`src/rtl/alu_issue_stage.sv`:
```
// Operand-issue stage in front of the ALU: selects and forwards operands, traps
// divide/modulo by zero, and holds the issued instruction in a registered output stage.
module alu_issue_stage #(
  parameter int WIDTH     = 32,
  parameter int CNT_WIDTH = 16
) (
  input  logic                 Fast_Clock,
  input  logic                 Reset,
  input  logic                 In_Valid,
  output logic                 In_Ready,
  input  logic [4:0]           In_Op,
  input  logic [4:0]           In_Rs_Addr,
  input  logic [4:0]           In_Rt_Addr,
  input  logic [WIDTH-1:0]     In_Rs_Data,
  input  logic [WIDTH-1:0]     In_Rt_Data,
  input  logic [WIDTH-1:0]     In_Imm,
  input  logic                 In_Use_Imm,
  input  logic [4:0]           In_Rd_Addr,
  input  logic                 In_Write_En,
  input  logic [WIDTH-1:0]     ALU_Result,
  input  logic                 Out_Ready,
  output logic                 Out_Valid,
  output logic [WIDTH-1:0]     Input_1,
  output logic [WIDTH-1:0]     Input_2,
  output logic [4:0]           ALU_Op,
  output logic [4:0]           Out_Rd_Addr,
  output logic                 Out_Write_En,
  output logic                 Div_Zero,
  input  logic                 Trap_Clear,
  output logic [CNT_WIDTH-1:0] Issue_Count
);

  localparam logic [0:0] RUN  = 1'b0;
  localparam logic [0:0] TRAP = 1'b1;

  localparam logic [4:0] OP_DIV = 5'd3;
  localparam logic [4:0] OP_MOD = 5'd4;
  localparam logic [4:0] OP_NOP = 5'd17;

  logic [0:0]              state;
  logic                    vld_p1;
  logic signed [WIDTH-1:0] op1_p1;
  logic signed [WIDTH-1:0] op2_p1;
  logic [4:0]              alu_op_p1;
  logic [4:0]              rd_p1;
  logic                    we_p1;
  logic                    div_zero;
  logic [CNT_WIDTH-1:0]    issue_cnt;

  logic                    xfer;
  logic                    fwd_rs_p0;
  logic                    fwd_rt_p0;
  logic signed [WIDTH-1:0] op1_p0;
  logic signed [WIDTH-1:0] op2_p0;
  logic                    trap_p0;

  // The instruction held in the output stage is the only forwarding source; r0 never forwards.
  function automatic logic fwd_hit(input logic vld, input logic we,
                                   input logic [4:0] rd, input logic [4:0] src);
    return vld && we && (rd != 5'd0) && (rd == src);
  endfunction

  function automatic logic is_div_zero(input logic [4:0] op, input logic signed [WIDTH-1:0] b);
    return ((op == OP_DIV) || (op == OP_MOD)) && (b == '0);
  endfunction

  // Stage p0: operand select, forwarding and trap detection
  always_comb begin
    In_Ready  = (state == RUN) && (!vld_p1 || Out_Ready);
    xfer      = In_Valid && In_Ready;
    fwd_rs_p0 = fwd_hit(vld_p1, we_p1, rd_p1, In_Rs_Addr);
    fwd_rt_p0 = fwd_hit(vld_p1, we_p1, rd_p1, In_Rt_Addr) && !In_Use_Imm;
    op1_p0    = fwd_rs_p0 ? ALU_Result : In_Rs_Data;
    if (In_Use_Imm)
      op2_p0 = In_Imm;
    else if (fwd_rt_p0)
      op2_p0 = ALU_Result;
    else
      op2_p0 = In_Rt_Data;
    trap_p0   = is_div_zero(In_Op, op2_p0);
  end

  // Stage p1: registered output driving the ALU
  always_ff @(posedge Fast_Clock) begin
    if (Reset) begin
      state     <= RUN;
      vld_p1    <= 1'b0;
      op1_p1    <= '0;
      op2_p1    <= '0;
      alu_op_p1 <= OP_NOP;
      rd_p1     <= 5'd0;
      we_p1     <= 1'b0;
      div_zero  <= 1'b0;
      issue_cnt <= '0;
    end else begin
      if (xfer) begin
        vld_p1    <= 1'b1;
        op1_p1    <= op1_p0;
        op2_p1    <= op2_p0;
        alu_op_p1 <= trap_p0 ? OP_NOP : In_Op;
        rd_p1     <= In_Rd_Addr;
        we_p1     <= trap_p0 ? 1'b0 : In_Write_En;
        issue_cnt <= issue_cnt + CNT_WIDTH'(1);
      end else if (Out_Ready) begin
        vld_p1    <= 1'b0;
        alu_op_p1 <= OP_NOP;
        we_p1     <= 1'b0;
      end

      case (state)
        RUN: begin
          if (xfer && trap_p0) begin
            state    <= TRAP;
            div_zero <= 1'b1;
          end
        end
        default: begin
          if (Trap_Clear) begin
            state    <= RUN;
            div_zero <= 1'b0;
          end
        end
      endcase
    end
  end

  assign Out_Valid    = vld_p1;
  assign Input_1      = op1_p1;
  assign Input_2      = op2_p1;
  assign ALU_Op       = alu_op_p1;
  assign Out_Rd_Addr  = rd_p1;
  assign Out_Write_En = we_p1;
  assign Div_Zero     = div_zero;
  assign Issue_Count  = issue_cnt;

endmodule

```
`config.mk`:
```
export PLATFORM = sky130hd
export DESIGN_NAME = alu_issue_stage
export DESIGN_NICKNAME = d
export VERILOG_FILES = /design/src/rtl/alu_issue_stage.sv
export SDC_FILE = /design/constraint.sdc
export NUM_CORES = 1
export LEC_CHECK = 0
export BUFFER_PORTS_ARGS = -buffer_cell sky130_fd_sc_hd__clkbuf_2
export CORE_MARGIN = 2
export CORE_UTILIZATION = 50
export DETAILED_ROUTE_END_ITERATION = 7
export GPL_TIMING_DRIVEN = 0
export PLACE_DENSITY = 0.91
export SYNTH_ARGS = -nofsm -noshare
export SYNTH_HDL_FRONTEND = slang
export SYNTH_SLANG_ARGS = --single-unit
```
`constraint.sdc`:
```
create_clock -name Fast_Clock -period 7.55 [get_ports Fast_Clock]
set_clock_uncertainty 0.05 [all_clocks]
set_input_delay 0.3775 -clock Fast_Clock [delete_from_list [all_inputs] [get_ports Fast_Clock]]
set_output_delay 0.3775 -clock Fast_Clock [all_outputs]
set_load 0.01 [all_outputs]
```
# Word level (Yosys, flattened, before mapping)
# Cells that the tools add are included.
# Widths: inputs -> output; s select.
# classes
reduce_logical	18
n_bitwise	1
addsub	1
eq_ne	5
muxes	16
# ops
operator	n
$mux 32	3
$logic_not 32->1	1
$add 16x1->16 const B	1
$mux 5	3
$eq 5x5->1	2
$mux 1	10
$logic_and 1x1->1	9
$eq 5x2->1 const B	1
$eq 5x3->1 const B	1
$reduce_bool 5->1	1
$reduce_bool 2->1	2
$logic_not 1->1	2
$logic_or 1x1->1	2
$ne 2x2->1 const B	1
$reduce_and 2->1	1
$not 1->1	1
# word_totals
regBits	94
in_bits	155
output_inout_bits	94
wordCells	50

# Depth between registers and ports, before layout
# logic_depth
depth_word	11
depth_mapped	11
mapped_depth_nobuf	7

# Worst setup path before layout
# OpenSTA, ideal clock, no wires.
# synth_path
path_kind	register -> register
startpoint	register rd_p1[3] (netlist: Out_Rd_Addr[3])
endpoint	register alu_op_p1[2] (netlist: ALU_Op[2])
setup_time_ps	117
slack_ps	5125
period_less_slack_ps	2425
arrival_ps	2259
path_stages_with_launch	9
t_required_ps	7383
path_buffers	1
path_cell_list	dfxtp_1 -> xor2_1 -> or2_0 -> clkbuf_2 -> o311a_2 -> a211o_1 -> nor4_2 -> nand4_2 -> a22o_1
# synth_between
elab_chain_cells	10
word_cells_on_any_way	11
cone_classes	1 x eq/ne; 4 x mux; 6 x reduce/logical
# synth_rtl
element	line_no	source
start: declaration	45	logic [4:0] rd_p1;
start signal: assignment	101	rd_p1 <= In_Rd_Addr;
$reduce_bool 5->1	60	return vld && we && (rd != 5'd0) && (rd == src);
$logic_and 1x1->1	60	
$logic_and 1x1->1 *	60	
$logic_and 1x1->1 *	72	fwd_rt_p0 = fwd_hit(vld_p1, we_p1, rd_p1, In_Rt_Addr) && !In_Use_Imm;
$mux 32 *	76	else if (fwd_rt_p0)
$mux 32 *	74	if (In_Use_Imm)
$logic_not 32->1 *	64	return ((op == OP_DIV) || (op == OP_MOD)) && (b == '0);
$logic_and 1x1->1 *	64	
$mux 5 *	100	alu_op_p1 <= trap_p0 ? OP_NOP : In_Op;
$mux 5 *	96	if (xfer) begin
end signal: assignment	100	
end: declaration	44	logic [4:0] alu_op_p1;
# Every way passes the cells marked *; elsewhere a longest branch is shown, timed or not.
# A chain may end at the register's enable or synchronous reset.

# Final worst setup path
# layout_path
startpoint	register rd_p1[0] (netlist: Out_Rd_Addr[0])
endpoint	register div_zero (netlist: Div_Zero)
# layout_between
elab_chain_cells	11
word_cells_on_any_way	12
cone_classes	1 x eq/ne; 2 x mux; 9 x reduce/logical
# layout_rtl
element	line_no	source
$reduce_bool 5->1	60	
$logic_and 1x1->1	60	
$logic_and 1x1->1 *	60	
$logic_and 1x1->1 *	72	
$mux 32 *	76	
$mux 32 *	74	
$logic_not 32->1 *	64	
$logic_and 1x1->1 *	64	
$logic_and 1x1->1 *	112	if (xfer && trap_p0) begin
$reduce_bool 2->1 (no line) *	-	
$reduce_and 2->1 (no line) *	-	
end signal: assignment	93	div_zero <= 1'b0;
end signal: assignment	114	div_zero <= 1'b1;
end signal: assignment	120	div_zero <= 1'b0;
end: declaration	47	logic div_zero;
# Marks and branches as above.

==> impl_metrics.ini <==
[place]
dp_worst_setup_slack_ps = 4860
dp_hpwl_um = 15400
port-buffer-count = 247
dp.cells = 994
place_area_mm2 = 0.00637
gp_congestion = 0.949

[synthesis]
synth_ff_type = dfxtp_1
synth_area_leader_cell = dfxtp_1
syn-mean-instance-area_um2 = 8.09
ys_warn_count = 0
async_flop_share_pct = 0
ys_ff_latch = 94
synth_top_area_share_pct = 37.9
syn_area_mm2 = 0.00497
ys_seq_area_share_pct = 37.9
syn_nets = 770
yosys-top-cells-area = dfxtp_1 38%, mux2i_1 11%, nand2_1 8.1%, a211oi_1 5.3%, a21oi_1 4.7%
synth_edf_count = 0
yosys.cell_types.count = 56
netlist_instances = 614

[critical_path]
worst-path-max-fanout = 10
reg2reg_depth = 9
worstPathCellList = or4_4 -> o211a_1 -> buf_2 -> nand3_2 -> buf_6 -> a211oi_1 -> nor4_1 -> nand4_1 -> a221oi_2
cp.required_ps = 7800
crit_family = simple AND/OR/NAND/NOR gates
cpPeakStageDelay_ps = 580
crit_start = Out_Rd_Addr[0]
crit_slowest_cell = or4_4
r2r_slack_ps = 4780
critPathKind = flip-flop to flip-flop
end_kind = flip-flop
critPathBufInv = 2
reg2reg_to = Div_Zero
cp.arrival_ps = 3020
crit_path_start_kind = flip-flop
regToRegStartpoint = Out_Rd_Addr[0]

[pwr]
p_per_area_mw_per_mm2 = 176
irDropWorstVdd_v = 0.0000975
p_leak_uw = 0.00307

[layout]
synthToLayoutAreaGrowth_pct = 32.6
fill_cells = 867
fin_cells = 1010
final_common_cell = clkbuf_2
final_cell_mix = 249 x clkbuf_2, 107 x nand2_1, 94 x dfxtp_1
antenna_cells = 0
final_cell_area_mm2 = 0.00659
drive_gt1_share_pct = 33.3
nets = 1028

[global_routing]
gr-total-overflow = 0
grt_pass1_wl_um = 29500
grt_antenna_before_repair = 0
track_usage_pct = 34.9
grt_pass1_vias = 5490
grt_max_degree = 17

[clock_network]
cts_max_level = 3
clkTransAtPathRegs_ps = 100
clk_path_buf_depth = 2
cts_hold_buffers = 0
cts_setup_buffers = 0
cts_made_buffers = 9
clock-sinks = 94
clock_latency_ps = 380
cts_tree = done
post_cts_resized = 0
ctsRootBufferMaster = clkbuf_8

[sta]
rsz0062_at_grt = no
relSlewSlack_pct = 51.9
hold_viol = 0
clock.fmax_mhz = 361
tns_ps = 0
slew_violations = 0
tightest_slew_ps = 715
final.setup.worst_slack_ps = 4780
layout_min_cycle_time_ps = 2770
finalSetupViolations = 0
period_share_pct = 36.7
holdWs_ps = 147

[route]
wl_per_cell_um = 19.0
drc = 0
via_count = 5900
viasPerCell = 5.84
finalWirelength_um = 19200
drt_iter0_markers = 454
antenna_left = 0
first_pass_iters = 7

[floorplanning]
die_h_um = 104
num_rows = 36
initial_core_util_pct = 51.1
die-area_mm2 = 0.0108
chipWidth_um = 104
coreArea_mm2 = 0.00973
pin_count = 249

[min_path]
hold_path_class = primary input to flip-flop
worstHoldStart = Trap_Clear
hold_depth = 2
whs_endpoint = Div_Zero

[run]
drv_cap = 0

[run_status]
status = finished clean
-- per-layer routing --
layer	up-vias	wire [um]	GRT usage [%]
met5	-	0	0
met4	0	747	15.0
met3	57	1840	6.73
met2	395	8910	57.7
met1	2735	7670	44.6
li1	2713	-	-
-- stage by stage --
stage | power, uW | utilization [%]
floorplan | 668 | -
global placement | 782 | 65.5
detailed placement | 788 | 65.5
CTS | 1160 | 67.7
global route | 1210 | 67.7
finish | 1160 | 67.7
-- cell type report --
cell class,count,area (um2),share of cell area [%]
clock buffers,10,128,1.94
clock inverters,6,91.3,1.39
well taps,133,166,2.52
plain buffers,47,209,3.17
repair buffers,247,1240,18.8
flip-flops and latches,94,1880,28.5
inverters,5,18.8,0.285
multi-input cells,468,2860,43.4
-- Yosys cell counts (3+ instances only) --
| cell | n |
|---|---|
| and3_1 | 3 |
| buf_1 | 3 |
| nor2_1 | 58 |
| a311oi_1 | 4 |
| a21oi_1 | 47 |
| nor3b_1 | 5 |
| dfxtp_1 | 94 |
| nand2_1 | 107 |
| clkbuf_1 | 29 |
| buf_4 | 3 |
| xnor2_1 | 8 |
| nor3_1 | 12 |
| nand2b_1 | 4 |
| nand4_1 | 8 |
| buf_2 | 9 |
| nor4_2 | 3 |
| a22o_1 | 3 |
| nor4_1 | 17 |
| inv_1 | 5 |
| or4_1 | 4 |
| a31oi_1 | 3 |
| mux2i_1 | 57 |
| o21ai_0 | 28 |
| a211oi_1 | 35 |
| nand3_1 | 12 |
| xor2_1 | 13 |
| or3_1 | 7 |
-- worst max-delay path by stage --
stage                     slack, ps  depth (start not counted)   endpoint
final                          4780                          9   Div_Zero
after floorplan                5120                          8  ALU_Op[2]
after global routing           4670                          9   Div_Zero
after detailed placement       4860                          9  ALU_Op[2]
after global placement         4900                          9  ALU_Op[2]
after CTS                      4840                          9   Div_Zero
-- cells by family after synthesis --
group                    count (synthesis)  synth area share, %
AO/OA/AOI/OAI                          138                 18.2
XOR/XNOR                                21                 3.70
adder cells (fa/ha/maj)                  1                0.252
buffers and inverters                   52                 4.58
flip-flops                              94                 37.9
multiplexers                            57                 11.5
AND/OR/NAND/NOR                        251                 23.9
-- sequential cells by signal (all words and copies together) (netlist names) --
signal        cells
Out_Rd_Addr       5
ALU_Op            5
Out_Write_En      1
Issue_Count      16
state             1
Div_Zero          1
Out_Valid         1
Input_2          32
Input_1          32
-- report_power, final --
part | internal (uW) | switching, uW | leakage, uW | total (uW)
registers | 525 | 20.7 | 0.000773 | 546
clock network | 190 | 189 | 0.000112 | 379
logic | 95.1 | 142 | 0.00219 | 237
(Power assumes the default switching activity.)
